## config.mk

```make
export PLATFORM = sky130hd
export DESIGN_NAME = fp32_div_seq
export DESIGN_NICKNAME = d
export VERILOG_FILES = /design/src/rtl/fp32_div_seq.sv
export SDC_FILE = /design/constraint.sdc
export NUM_CORES = 1
export LEC_CHECK = 0
export CAP_MARGIN = 20
export CORE_UTILIZATION = 50
export CTS_CLUSTER_SIZE = 14
export DETAILED_ROUTE_END_ITERATION = 8
export MAX_ROUTING_LAYER = met4
export PLACE_DENSITY = 0.79
export SKIP_CTS_REPAIR_TIMING = 1
export SLEW_MARGIN = 25
export SYNTH_ARGS = -nofsm -noshare
export SYNTH_HDL_FRONTEND = slang
export SYNTH_SLANG_ARGS = --single-unit
```

## constraint.sdc

```tcl
create_clock -name clk -period 2.5 [get_ports clk]
set_clock_uncertainty 0.1 [all_clocks]
set_input_delay 0.5 -clock clk [delete_from_list [all_inputs] [get_ports clk]]
set_output_delay 0.5 -clock clk [all_outputs]
set_load 0.01 [all_outputs]
```

## src/rtl/fp32_div_seq.sv

```systemverilog
// fp32_div_seq: sequential IEEE-754 single-precision divider, radix-2 restoring, one quotient bit per clock, truncating.
// Define FPDIV_EXP_CLAMP_EN to saturate the result exponent (inf / zero) instead of wrapping it mod 256.
module fp32_div_seq (
    input  logic        clk,
    input  logic        reset,
    input  logic        enable,
    input  logic [31:0] dataa,
    input  logic [31:0] datab,
    output logic [31:0] result,
    output logic        done
);

    localparam logic [1:0] ST_IDLE   = 2'd0;
    localparam logic [1:0] ST_DIVIDE = 2'd1;
    localparam logic [1:0] ST_NORM   = 2'd2;

    // Count value of the 25th (final) quotient-bit iteration
    localparam logic [4:0] LAST_STEP = 5'd24;

    // Zero test on {exp, mant}; the sign bit is deliberately excluded
    function automatic logic is_zero(input logic [30:0] mag);
        return (mag == 31'd0);
    endfunction

    function automatic logic [31:0] inf_word(input logic sign);
        return {sign, 8'hFF, 23'd0};
    endfunction

    logic [1:0]  state_r,  state_nxt_s;
    logic        sign_r,   sign_nxt_s;
    logic [7:0]  ea_r,     ea_nxt_s;
    logic [7:0]  eb_r,     eb_nxt_s;
    logic [23:0] mb_r,     mb_nxt_s;
    logic [25:0] rem_r,    rem_nxt_s;
    logic [24:0] q_r,      q_nxt_s;
    logic [4:0]  count_r,  count_nxt_s;
    logic [31:0] result_r, result_nxt_s;
    logic        done_r,   done_nxt_s;

    logic [25:0] mb_ext_s;
    logic [25:0] rem_diff_s;
    logic [22:0] mant_s;
    logic [31:0] norm_word_s;

`ifdef FPDIV_EXP_CLAMP_EN
    logic signed [9:0] exp_raw_s;
    logic signed [9:0] exp_adj_s;
`else
    logic [7:0] exp_raw_s;
    logic [7:0] exp_adj_s;
`endif

    assign mb_ext_s   = {2'b00, mb_r};
    assign rem_diff_s = rem_r - mb_ext_s;

    // Normalisation: quotient lies in [2^23, 2^25), so at most one right step
    always_comb begin
        mant_s      = 23'd0;
        exp_raw_s   = '0;
        exp_adj_s   = '0;
        norm_word_s = 32'd0;
`ifdef FPDIV_EXP_CLAMP_EN
        exp_raw_s = $signed({2'b00, ea_r}) - $signed({2'b00, eb_r}) + 10'sd127;
        if (q_r[24]) begin
            mant_s    = q_r[23:1];
            exp_adj_s = exp_raw_s;
        end else begin
            mant_s    = q_r[22:0];
            exp_adj_s = exp_raw_s - 10'sd1;
        end
        if (exp_adj_s >= 10'sd255) begin
            norm_word_s = inf_word(sign_r);
        end else if (exp_adj_s <= 10'sd0) begin
            norm_word_s = 32'h0000_0000;
        end else begin
            norm_word_s = {sign_r, exp_adj_s[7:0], mant_s};
        end
`else
        exp_raw_s = ea_r - eb_r + 8'd127;
        if (q_r[24]) begin
            mant_s    = q_r[23:1];
            exp_adj_s = exp_raw_s;
        end else begin
            mant_s    = q_r[22:0];
            exp_adj_s = exp_raw_s - 8'd1;
        end
        norm_word_s = {sign_r, exp_adj_s, mant_s};
`endif
    end

    // Next-state and datapath control for IDLE / DIVIDE / NORM
    always_comb begin
        state_nxt_s  = state_r;
        sign_nxt_s   = sign_r;
        ea_nxt_s     = ea_r;
        eb_nxt_s     = eb_r;
        mb_nxt_s     = mb_r;
        rem_nxt_s    = rem_r;
        q_nxt_s      = q_r;
        count_nxt_s  = count_r;
        result_nxt_s = result_r;
        done_nxt_s   = 1'b0;
        case (state_r)
            ST_IDLE: begin
                if (enable) begin
                    if (is_zero(dataa[30:0])) begin
                        result_nxt_s = 32'h0000_0000;
                        done_nxt_s   = 1'b1;
                    end else if (is_zero(datab[30:0])) begin
                        result_nxt_s = inf_word(dataa[31] ^ datab[31]);
                        done_nxt_s   = 1'b1;
                    end else begin
                        sign_nxt_s  = dataa[31] ^ datab[31];
                        ea_nxt_s    = dataa[30:23];
                        eb_nxt_s    = datab[30:23];
                        mb_nxt_s    = {1'b1, datab[22:0]};
                        rem_nxt_s   = {2'b01, dataa[22:0]};
                        q_nxt_s     = 25'd0;
                        count_nxt_s = 5'd0;
                        state_nxt_s = ST_DIVIDE;
                    end
                end else begin
                    state_nxt_s = ST_IDLE;
                end
            end
            ST_DIVIDE: begin
                // rem < 2*mb always holds, so the shifted remainder never overflows 26 bits
                if (rem_r >= mb_ext_s) begin
                    q_nxt_s   = {q_r[23:0], 1'b1};
                    rem_nxt_s = rem_diff_s << 1;
                end else begin
                    q_nxt_s   = {q_r[23:0], 1'b0};
                    rem_nxt_s = rem_r << 1;
                end
                count_nxt_s = count_r + 5'd1;
                if (count_r == LAST_STEP) begin
                    state_nxt_s = ST_NORM;
                end else begin
                    state_nxt_s = ST_DIVIDE;
                end
            end
            ST_NORM: begin
                result_nxt_s = norm_word_s;
                done_nxt_s   = 1'b1;
                state_nxt_s  = ST_IDLE;
            end
            default: begin
                state_nxt_s = ST_IDLE;
            end
        endcase
    end

    // State registers; reset aborts any operation in flight without a done pulse
    always_ff @(posedge clk) begin
        if (reset) begin
            state_r  <= ST_IDLE;
            sign_r   <= 1'b0;
            ea_r     <= 8'd0;
            eb_r     <= 8'd0;
            mb_r     <= 24'd0;
            rem_r    <= 26'd0;
            q_r      <= 25'd0;
            count_r  <= 5'd0;
            result_r <= 32'd0;
            done_r   <= 1'b0;
        end else begin
            state_r  <= state_nxt_s;
            sign_r   <= sign_nxt_s;
            ea_r     <= ea_nxt_s;
            eb_r     <= eb_nxt_s;
            mb_r     <= mb_nxt_s;
            rem_r    <= rem_nxt_s;
            q_r      <= q_nxt_s;
            count_r  <= count_nxt_s;
            result_r <= result_nxt_s;
            done_r   <= done_nxt_s;
        end
    end

    assign result = result_r;
    assign done   = done_r;

endmodule

```

==> metrics.txt <==
outcome=finished, violations left; failing checks=setup timing; Starting Density=51.9%; largest net degree at the start of global routing=41; core area=0.0141 mm²; Sw Share=33.9%; sequential power share=28.6%; DR vias=7787; maximum vdd drop=0.608 mV; GPL Wtd Cong=0.931; final setup violation count=52; largest family of logic cells by synthesized area=compound AO/OA/AOI/OAI gates; CTS clk-pin slew, worst paths=60 ps; WL per Instance=19.4 µm; WL final=24.8 mm; post-synthesis adder-cell area fraction=7.39%; DR iter-0 viols=625; total track usage=30.6%; final std cells w/o fill=1276; Tmin final=2730 ps; Fmax=366 MHz; max cap viols=0; Placed Area=0.00946 mm²; Syn-to-layout area delta=47.2%; Syn Inst Count=880; top post-synthesis cells by area=dfxtp_1 (36%), ha_1 (6.8%), nand2_1 (6.6%); compound-cell area share of the yosys netlist=22.8%; Overflow after GRT=0; clock share of power=30.9%; clk root buf=clkbuf_16; DP HPWL=15.0 mm; syn nets=989; clock latency on the worst-skew pair=430 ps; final hold vios=0; first-pass GRT wire length=34.8 mm; dpl ws=-532 ps; Cell Area, Synth=0.00732 mm²; crit-path max FO=5; critical path class=register to register; diodes inserted=0; initial antenna violation count=0; sequential share of the synthesized area=36.1%; Tcrit/Tclk final=109%; Comb pwr share=40.5%; Simple-Gate Fraction of Synth Area=18.2%; maximum level of the CTS H-tree=4; clk sinks=132; number of I/O pins=100; Worst setup SP type=register; NetSw=2.76 mW; CTS tree=yes; syn_area_per_cell=8.32 µm²; Die ar.=0.0151 mm²; top-area cell type share of the netlist area=36.1%; mux contribution to synthesized area=5.45%; row count=43; Lkg Pwr=4.33 nW; CTS Buf Count=17; Clock Path Buffers=2; placed instance count=1236; Top FF cell, synth=dfxtp_1; antenna viol nets, final=0; die height=123 µm; Worst Path Arrival=2930 ps; Critical Path Sink Type=register; EDFF count, synth=0; design area=0.0108 mm²; Synth async-reset ratio=0%; Synth cell types=65; number of global-route vias before repair=7118; RSZ-0062 raised after global routing=true; FF+latch count, synth=132; DR vias/cell=6.10; Synth Warn #=0; Worst EP required=2700 ps; max_slew headroom=54.9%; Synth area leader=dfxtp_1; drt drc=0; Final Worst Setup Slack=-229 ps; Internal Power=5.38 mW; worst hold path type=register to register; DIE WIDTH=123 µm; Least-Margin Pin Slew=675 ps; PD cells=756 mW/mm²; I/O Buffers=99; setup tns final=-5380 ps; Slew Viols, Final=0; # nets final=1193; final core utilization=76.4%; share of cells above drive strength 1=29.4%; XOR/XNOR Fraction of Synth Area=4.07%; Initial DRT Pass Iterations=5
==> layout by cell type (no fill, tap or decap), types with 5 or more instances in the layout <==
cell type and count:
ha_4 15, a31oi_1 12, xnor2_1 18, nor3_1 9, clkdlybuf4s50_1 92, dlymetal6s2s_1 6
a21o_1 10, ha_1 24, inv_2 8, nand2_2 6, nand2_1 123, buf_12 10
o21ai_1 8, xor2_1 14, a21oi_2 8, nand2b_1 5, nor2b_1 21, a22oi_1 24
mux2i_1 11, nor4_1 7, nor4_2 10, a21oi_1 62, nand4_1 10, buf_4 124
a211oi_2 8, dfxtp_1 114, a22o_1 26, buf_6 9, o21ai_0 9, dfxtp_2 18
a211oi_1 31, mux2_2 23, o21ai_2 7, clkbuf_16 19, nor2_1 54, inv_1 36
nand3_1 7
==> Yosys cell counts, types with 3 or more instances <==
cell type / count
a211oi_1: 39
a21boi_0: 3
a21o_1: 10
a21oi_1: 72
a22o_1: 26
a22oi_1: 24
a311oi_1: 4
a31oi_1: 13
and2_1: 4
buf_2: 4
buf_4: 5
clkbuf_1: 46
dfxtp_1: 132
ha_1: 40
inv_1: 46
mux2_2: 23
mux2i_1: 14
nand2_1: 129
nand2b_1: 5
nand3_1: 8
nand4_1: 10
nor2_1: 58
nor2b_1: 24
nor3_1: 10
nor4_1: 18
o21a_1: 3
o21ai_0: 23
o31ai_1: 5
xnor2_1: 19
xor2_1: 15
==> metrics by stage <==
stage / power [mW] / hold slack (ps)
after floorplan: 3.88 / 336
after global placement: 4.76 / 342
after detailed placement: 4.82 / 347
after CTS: 7.33 / 340
after global routing: 8.43 / 349
final: 8.14 / 356
==> per-layer routing <==
layer | track usage [%] | part of all wire, % | wire length [µm]
met1 | 39.5 | 41 | 10100
met2 | 48.4 | 48 | 11900
met3 | 5.49 | 7.8 | 1940
met4 | 10.2 | 3.4 | 843
met5 | - | 0 | 0
==> power by group through the flow <==
stage	Sequential (mW)	Clock (mW)	Combinational, mW
floorplan	2.31	0	1.57
global placement	2.33	0	2.44
detailed placement	2.33	0	2.48
CTS	2.29	2.52	2.52
global route	2.33	2.62	3.48
finish	2.32	2.52	3.30
==> worst paths after layout <==
| check | start | to | slack [ps] | depth (start not counted) |
|---|---|---|---|---|
| worst min register to register | mb_r[2] | mb_r[2] | 360 | 2 |
| worst max-delay path | mb_r[12] | rem_r[9] | -230 | 10 |
| worst max register to register | mb_r[12] | rem_r[9] | -230 | 10 |
| worst min-delay path | mb_r[2] | mb_r[2] | 360 | 2 |
==> state kept, by name, indices dropped and copies added (netlist names) <==
register	cells
count_r	5
sign_r	1
done	1
ea_r	8
mb_r	24
state_r	2
eb_r	8
q_r	25
rem_r	26
result	32
==> critical path, cell delays in order, from the launching register on <==
cell and delay [ps]:
dfxtp_2 340, inv_2 60, ha_4 280, nand2_2 70, or4_4 560, nor4b_4 380, nor4b_4 110, nand3_4 160
clkbuf_16 190, mux2i_1 250, a211oi_1 110
==> cells by family after synthesis <==
| group | after synthesis |
|---|---|
| buf+inv | 105 |
| xor+xnor | 34 |
| simple gates | 283 |
| mux | 37 |
| flops | 132 |
| compound gates | 247 |
| fa+ha+maj | 42 |
==> final cells by class <==
type,instances,area (µm²)
Timing Repair Buffer,244,2290
Clock buffer,20,467
Multi-Input combinational cell,643,4820
Tap cell,180,225
Inverter,46,178
Sequential cell,132,2670
Fill cell,868,3330
Clock inverter,11,125
(Power assumes the default switching activity.)
